$ cat config.mk
export PLATFORM = sky130hd
export DESIGN_NAME = control_acceso
export DESIGN_NICKNAME = d
export VERILOG_FILES = /design/src/rtl/control_acceso.sv
export SDC_FILE = /design/constraint.sdc
export NUM_CORES = 1
export LEC_CHECK = 0
export CAP_MARGIN = 10
export CELL_PAD_IN_SITES_DETAIL_PLACEMENT = 1
export CELL_PAD_IN_SITES_GLOBAL_PLACEMENT = 1
export CORE_ASPECT_RATIO = 1.1
export CORE_MARGIN = 8
export CORE_UTILIZATION = 35
export DETAILED_ROUTE_END_ITERATION = 6
export GPL_TIMING_DRIVEN = 0
export PLACE_DENSITY_LB_ADDON = 0.08
export SETUP_SLACK_MARGIN = 0.3
export SYNTH_ARGS = -nofsm -noshare
export SYNTH_HDL_FRONTEND = slang
export SYNTH_SLANG_ARGS = --single-unit
$ cat constraint.sdc
create_clock -name clk -period 5.35 [get_ports clk]
set_input_delay 1.3375 -clock clk [delete_from_list [all_inputs] [get_ports clk]]
set_output_delay 1.3375 -clock clk [all_outputs]
set_load 0.05 [all_outputs]
$ cat src/rtl/control_acceso.sv
`timescale 1ns/1ps
// control_acceso
// Keypad access controller. Each rising edge of the enter key is one attempt.
// A correct code opens the door for T_PUERTA cycles. After MAX_INTENTOS
// consecutive wrong codes, the controller raises the alarm and locks out
// the keypad for T_BLOQUEO cycles. All outputs are registered (Moore).
//
// Ports
//   clk            : single clock, rising edge
//   rst            : asynchronous reset, active low
//   enter          : keypad enter key (level)
//   verificacion   : 1 when the entered code matches, sampled on the attempt
//   puerta_abierta : door release
//   alarma         : alarm, high while locked out
//   bloqueo        : lockout indicator, always equal to alarma
//   intentos       : consecutive failed attempts so far
module control_acceso #(
  parameter int T_PUERTA     = 8,
  parameter int MAX_INTENTOS = 3,
  parameter int T_BLOQUEO    = 16
) (
  input  logic       clk,
  input  logic       rst,
  input  logic       enter,
  input  logic       verificacion,
  output logic       puerta_abierta,
  output logic       alarma,
  output logic       bloqueo,
  output logic [1:0] intentos
);

  typedef enum logic [1:0] {
    ESPERA,
    ABIERTO,
    BLOQUEADO
  } state_t;

  // Timers are loaded with duration-1 because the load cycle itself counts
  // as the first active cycle of the output.
  localparam logic [7:0] PUERTA_LOAD  = 8'(T_PUERTA - 1);
  localparam logic [7:0] BLOQUEO_LOAD = 8'(T_BLOQUEO - 1);
  localparam logic [2:0] MAX_WIDE     = 3'(MAX_INTENTOS);
  localparam logic [1:0] MAX_COUNT    = 2'(MAX_INTENTOS);

  state_t     state;
  state_t     state_next;
  logic [7:0] timer;
  logic [7:0] timer_next;
  logic [1:0] intentos_next;
  logic       enter_q;
  logic       attempt;
  logic [2:0] fallos_next;

  // An attempt is a 0->1 transition of enter. enter_q keeps tracking enter in
  // every state, so a key that is still held when the controller returns to
  // ESPERA does not produce a new attempt.
  assign attempt     = enter & ~enter_q;
  // Widened by one bit so the comparison against MAX_INTENTOS cannot overflow.
  assign fallos_next = {1'b0, intentos} + 3'd1;

  // Next-state logic. Attempts are acted on only in ESPERA. In the timed
  // states, expiry is checked first, so an attempt that coincides with it is
  // discarded.
  always_comb begin
    state_next    = state;
    timer_next    = timer;
    intentos_next = intentos;
    case (state)
      ESPERA: begin
        if (attempt) begin
          if (verificacion) begin
            state_next    = ABIERTO;
            intentos_next = 2'd0;
            timer_next    = PUERTA_LOAD;
          end else if (fallos_next < MAX_WIDE) begin
            intentos_next = fallos_next[1:0];
          end else begin
            state_next    = BLOQUEADO;
            intentos_next = MAX_COUNT;
            timer_next    = BLOQUEO_LOAD;
          end
        end
      end
      ABIERTO: begin
        if (timer == 8'd0) begin
          state_next = ESPERA;
        end else begin
          timer_next = timer - 8'd1;
        end
      end
      BLOQUEADO: begin
        if (timer == 8'd0) begin
          state_next    = ESPERA;
          intentos_next = 2'd0;
        end else begin
          timer_next = timer - 8'd1;
        end
      end
      default: begin
        state_next    = ESPERA;
        timer_next    = 8'd0;
        intentos_next = 2'd0;
      end
    endcase
  end

  // State and output registers. The outputs are decoded from the next state
  // and then registered. They therefore change on the same edge as the
  // state, and there is no combinational path from the inputs to the outputs.
  always_ff @(posedge clk or negedge rst) begin
    if (!rst) begin
      state          <= ESPERA;
      timer          <= 8'd0;
      intentos       <= 2'd0;
      enter_q        <= 1'b0;
      puerta_abierta <= 1'b0;
      alarma         <= 1'b0;
      bloqueo        <= 1'b0;
    end else begin
      state          <= state_next;
      timer          <= timer_next;
      intentos       <= intentos_next;
      enter_q        <= enter;
      puerta_abierta <= (state_next == ABIERTO);
      alarma         <= (state_next == BLOQUEADO);
      bloqueo        <= (state_next == BLOQUEADO);
    end
  end

endmodule
# After elaboration in Yosys (flattened, before gate mapping)
# Cells that the tools add are included.
[totals] ff_bits=15 latchBits=0 mem_bits_rw=0 rom_bits=0 input_bits=4 out_inout_bits=5 elab_cells=40 mem_count=0
[classes] add_sub_neg=2 n_mul=0 n_div=0 order_cmp=1 eq_ne=8 shifts=0 n_mux=15 bitwise=3 reduce_logical=5
[op_table] op="2-to-1 mux 8 bit" n=4
[op_table] op="2-to-1 mux 2 bit" n=8
[op_table] op="one-hot mux 8 bit (2 select lines)" n=1
[op_table] op="zero test 8 bit" n=1
[op_table] op="subtractor 8 x 1 -> 8 bit (second input constant)" n=1
[op_table] op="inequality test 2 bit (second input constant)" n=3
[op_table] op="one-hot mux 2 bit (3 select lines)" n=1
[op_table] op="AND reduction 3 bit" n=2
[op_table] op="equality test 2 x 1 -> 1 bit (second input constant)" n=2
[op_table] op="equality test 2 bit (second input constant)" n=2
[op_table] op="one-hot mux 2 bit (2 select lines)" n=1
[op_table] op="adder 2 x 1 -> 3 bit (second input constant)" n=1
[op_table] op="< comparator 3 x 2 -> 1 bit (second input constant)" n=1
[op_table] op="inequality test 3 bit (second input constant)" n=1
[op_table] op="zero test 2 bit" n=1
[op_table] op="inverter 1 bit" n=2
[op_table] op="OR reduction 2 bit" n=1
[op_table] op="AND 1 bit" n=1

# Longest topological paths before layout
[depth] depth_word=7 mapped_depth=7 depth_no_buf=7

# Least setup slack after synthesis
# OpenSTA, ideal clock, no wires.
[synth_timing] kind="input -> register" startpoint="input enter" endpoint="register timer[7]" setup_time_ns=0.110 arrival_time_ns=2.242 setup_slack_ns=2.997 path_stages=5 cell_sequence="nand2b_1 o21ai_0 o21ai_4 nand2b_1 o41ai_1"
[synth_between] elab_chain_len=3
[synth_rtl] element="start: declaration" line="24" source="input logic enter,"
[synth_rtl] element="AND 1 bit" line="57" source="assign attempt = enter & ~enter_q;"
[synth_rtl] element="inequality test 2 bit (no line)"
[synth_rtl] element="AND reduction 3 bit (no line)"
[synth_rtl] element="end signal: assignment" line="121" source="timer <= timer_next;"
[synth_rtl] element="end: declaration" line="47" source="logic [7:0] timer;"
# No other way between the ends.
# A chain may end at the register's enable or synchronous reset.

# Final worst setup path
[layout_timing] startpoint="register intentos[1]" endpoint="output intentos[1]"
[layout_lines] element="start: declaration" line="29" source="output logic [1:0] intentos"
[layout_lines] element="start signal: assignment" line="122" source="intentos <= intentos_next;"
# No word-level cell between the ends.

==> metrics.yaml <==
outcome:
  outcome: "complete, no violations"
cells_and_area:
  postLayoutCellArea_mm2: 0.001042
  final_common_cell: "sky130_fd_sc_hd__dfrtp_1"
  drive_gt1_share_pct: 9.091
  final_cells: 141
  layout.nets: 121
  layout_common_cells: "sky130_fd_sc_hd__dfrtp_1, sky130_fd_sc_hd__nor2_1, sky130_fd_sc_hd__o21ai_0"
  n_antenna_cell: 0
  area.growth.synth_to_final_pct: 16.18
setup_path:
  worst-setup-path-type: "register to primary output"
  path_buf_inv: 1
  critical_path_cell_list: "clkdlybuf4s50_1"
  worst_ep_arrival_time_ps: 1580
  setup.worst_path.start_class: "register"
  endpoint_kind: "primary output"
  cp_data_required_time_ps: 4010
  path_max_fanout: 6
  worst_path_max_delay_cell: "sky130_fd_sc_hd__clkdlybuf4s50_1"
  worst_path_largest_cell_delay_ps: 840
  cp_top_family: "buffers and inverters"
logic_synthesis:
  synth_top_area_share_pct: 41.84
  synth_cell_types: 30
  post_synth_main_area_contributors: "sky130_fd_sc_hd__dfrtp_1, sky130_fd_sc_hd__ha_1, sky130_fd_sc_hd__o21ai_0, sky130_fd_sc_hd__nor2_1, sky130_fd_sc_hd__a21oi_1"
  postSynthRegisterBits: 15
  ys_dominant_reg_cell: "sky130_fd_sc_hd__dfrtp_1"
  synthesis.area_um2: 897.1
  synth.net_count: 108
  synth_area_per_cell_um2: 9.154
  synth_largest_area_cell: "sky130_fd_sc_hd__dfrtp_1"
  synthArstFlopShare_pct: 100.0
  ys_warn_count: 0
  part_of_the_yosys_area_used_for_sequential_elements_pct: 41.84
  synth-edff-count: 0
  postSynthCellCount: 98
global_routing:
  grt_pass1_wl_um: 3926
  track_usage_pct: 10.84
  overflow: 0
  vias_in_the_first_global_route: 833
  grt_antenna_before_repair: 0
  grt_max_degree: 16
clocking:
  cts_root_buffer: "sky130_fd_sc_hd__clkbuf_4"
  depth_of_the_cts_h_tree: 1
  clk_latency_ps: 280
  postCtsHoldBufs: 0
  postCtsResizedCells: 0
  postCtsSetupRepairBufs: 0
  numCtsBuffers: 3
  clkSinkCount: 15
  clk_path_buf_depth: 2
  clk_pin_slew_worst_paths_ps: 80
  clock_tree_from_tritoncts: "yes"
pwr:
  p_total_uw: 623.7
  power_density_over_the_cells_mw_per_mm2: 598.4
  ir_worst_vdd_uv: 264.5
  cellLeakagePower_nw: 0.4616
route:
  total_wire_length_after_detailed_routing_um: 2177
  dr_total_vias: 776
  initialDrtViolationCount: 19
  detailedRoute.firstPassIterationCount: 2
  route.antenna.remaining_nets: 0
  wl_per_cell_um: 15.44
  detail_route.drc_violations: 0
  dr_vias_cell: 5.504
placement:
  gp_routability_congestion: 0.7619
  place.port_buffers: 8
  place_worst_setup_slack_ps: 2204
  dpl_cell_area_mm2: 0.001016
  dp.final_hpwl_um: 1666
  place_inst: 137
timing:
  grt_setup_unrepaired: "no"
  clock_skew_ps: 2.828
  relSlewSlack_pct: 54.11
  crit_path_time_final_ps: 2915
  fin_setup_tns_ps: 0
  hold_viol_final: 0
  achievable-frequency_mhz: 343.0
  worst_slew_pin_slew_ps: 686.2
  setup_slack_ps: 2435
  fin_crit_sh_pct: 54.49
  final-max-slew-violation-count: 0
  finalSetupViolations: 0
die:
  rows: 19
  die-width_um: 64.27
  core-area_mm2: 0.002472
  initial_utilization_pct: 36.29
  design.portCount: 9
  total_die_area_mm2: 0.004441
  dieHeight_um: 69.10
run:
  drv.max_cap_violation_count: 0
min_path:
  holdCritPathClass: "register to register"
==> state kept, by name, summed over array words and instances (netlist names) <==
| register | count |
|---|---|
| puerta_abierta | 1 |
| intentos | 2 |
| enter_q | 1 |
| timer | 8 |
| bloqueo | 1 |
| state | 2 |
==> worst paths after layout <==
path	startpoint	to	slack, ps	depth (start not counted)
setup / recovery	intentos[1]$_DFFE_PN0P_	intentos[1]	2430	1
hold / removal	timer[7]$_DFFE_PN0P_	timer[7]$_DFFE_PN0P_	500	1
setup reg to reg	timer[5]$_DFFE_PN0P_	timer[4]$_DFFE_PN0P_	3150	5
hold reg to reg	timer[7]$_DFFE_PN0P_	timer[7]$_DFFE_PN0P_	500	1
max in group asynchronous	rst	enter_q$_DFF_PN0_	3450	1
min in group asynchronous	rst	state[1]$_DFF_PN0_	1470	1
==> cells by family after synthesis <==
| kind of cell | Yosys count | synth area share [%] |
|---|---|---|
| AO/OA/AOI/OAI | 33 | 24.13 |
| adder cells (fa/ha/maj) | 6 | 8.368 |
| buffers and inverters | 9 | 4.601 |
| flip-flops | 15 | 41.84 |
| AND/OR/NAND/NOR | 35 | 21.06 |
==> synthesized netlist by cell type, drive strengths merged (2+ instances only) <==
| cell type | count |
|---|---|
| or3 | 2 |
| a31oi | 4 |
| buf | 2 |
| dfrtp | 15 |
| o41ai | 2 |
| nor3 | 2 |
| nor2 | 10 |
| ha | 6 |
| o21a | 2 |
| nand3 | 2 |
| a21oi | 7 |
| nand2b | 3 |
| inv | 6 |
| o31ai | 4 |
| o21ai | 10 |
| nor4 | 2 |
| a211o | 2 |
| nand2 | 7 |
==> layer usage <==
| metal | global-route usage (%) | share of wire, % | wire (um) |
|---|---|---|---|
| met5 | 0 | 0 | 0 |
| met4 | 5.825 | 2.3 | 51 |
| met3 | 2.746 | 3.3 | 71 |
| met2 | 18.03 | 49 | 1061 |
| met1 | 12.22 | 46 | 992 |
==> cell type report <==
class	instances	area [um2]
buffer	3	18.77
tap	31	38.79
multi-input combinational	74	480.5
sequential	15	375.4
clock buffer	4	26.28
fill	301	1430
timing repair buffer	8	80.08
inverter	6	22.52
==> power breakdown <==
| part | switching (mW) | internal [mW] | leakage, nW |
|---|---|---|---|
| clock network | 0.0355 | 0.0290 | 0.0150 |
| logic | 0.217 | 0.140 | 0.254 |
| registers | 0.0472 | 0.155 | 0.192 |
==> stage by stage <==
step / hold slack [ps] / utilization (%)
2_1_floorplan: 450.8 / -
3_3_place_gp: 485.5 / 41.09
3_5_place_dp: 505.7 / 41.09
4_1_cts: 517.8 / 42.16
5_1_grt: 528.6 / 42.16
6_report: 501.8 / 42.16
No activity file was read; power rests on OpenSTA's default activity.
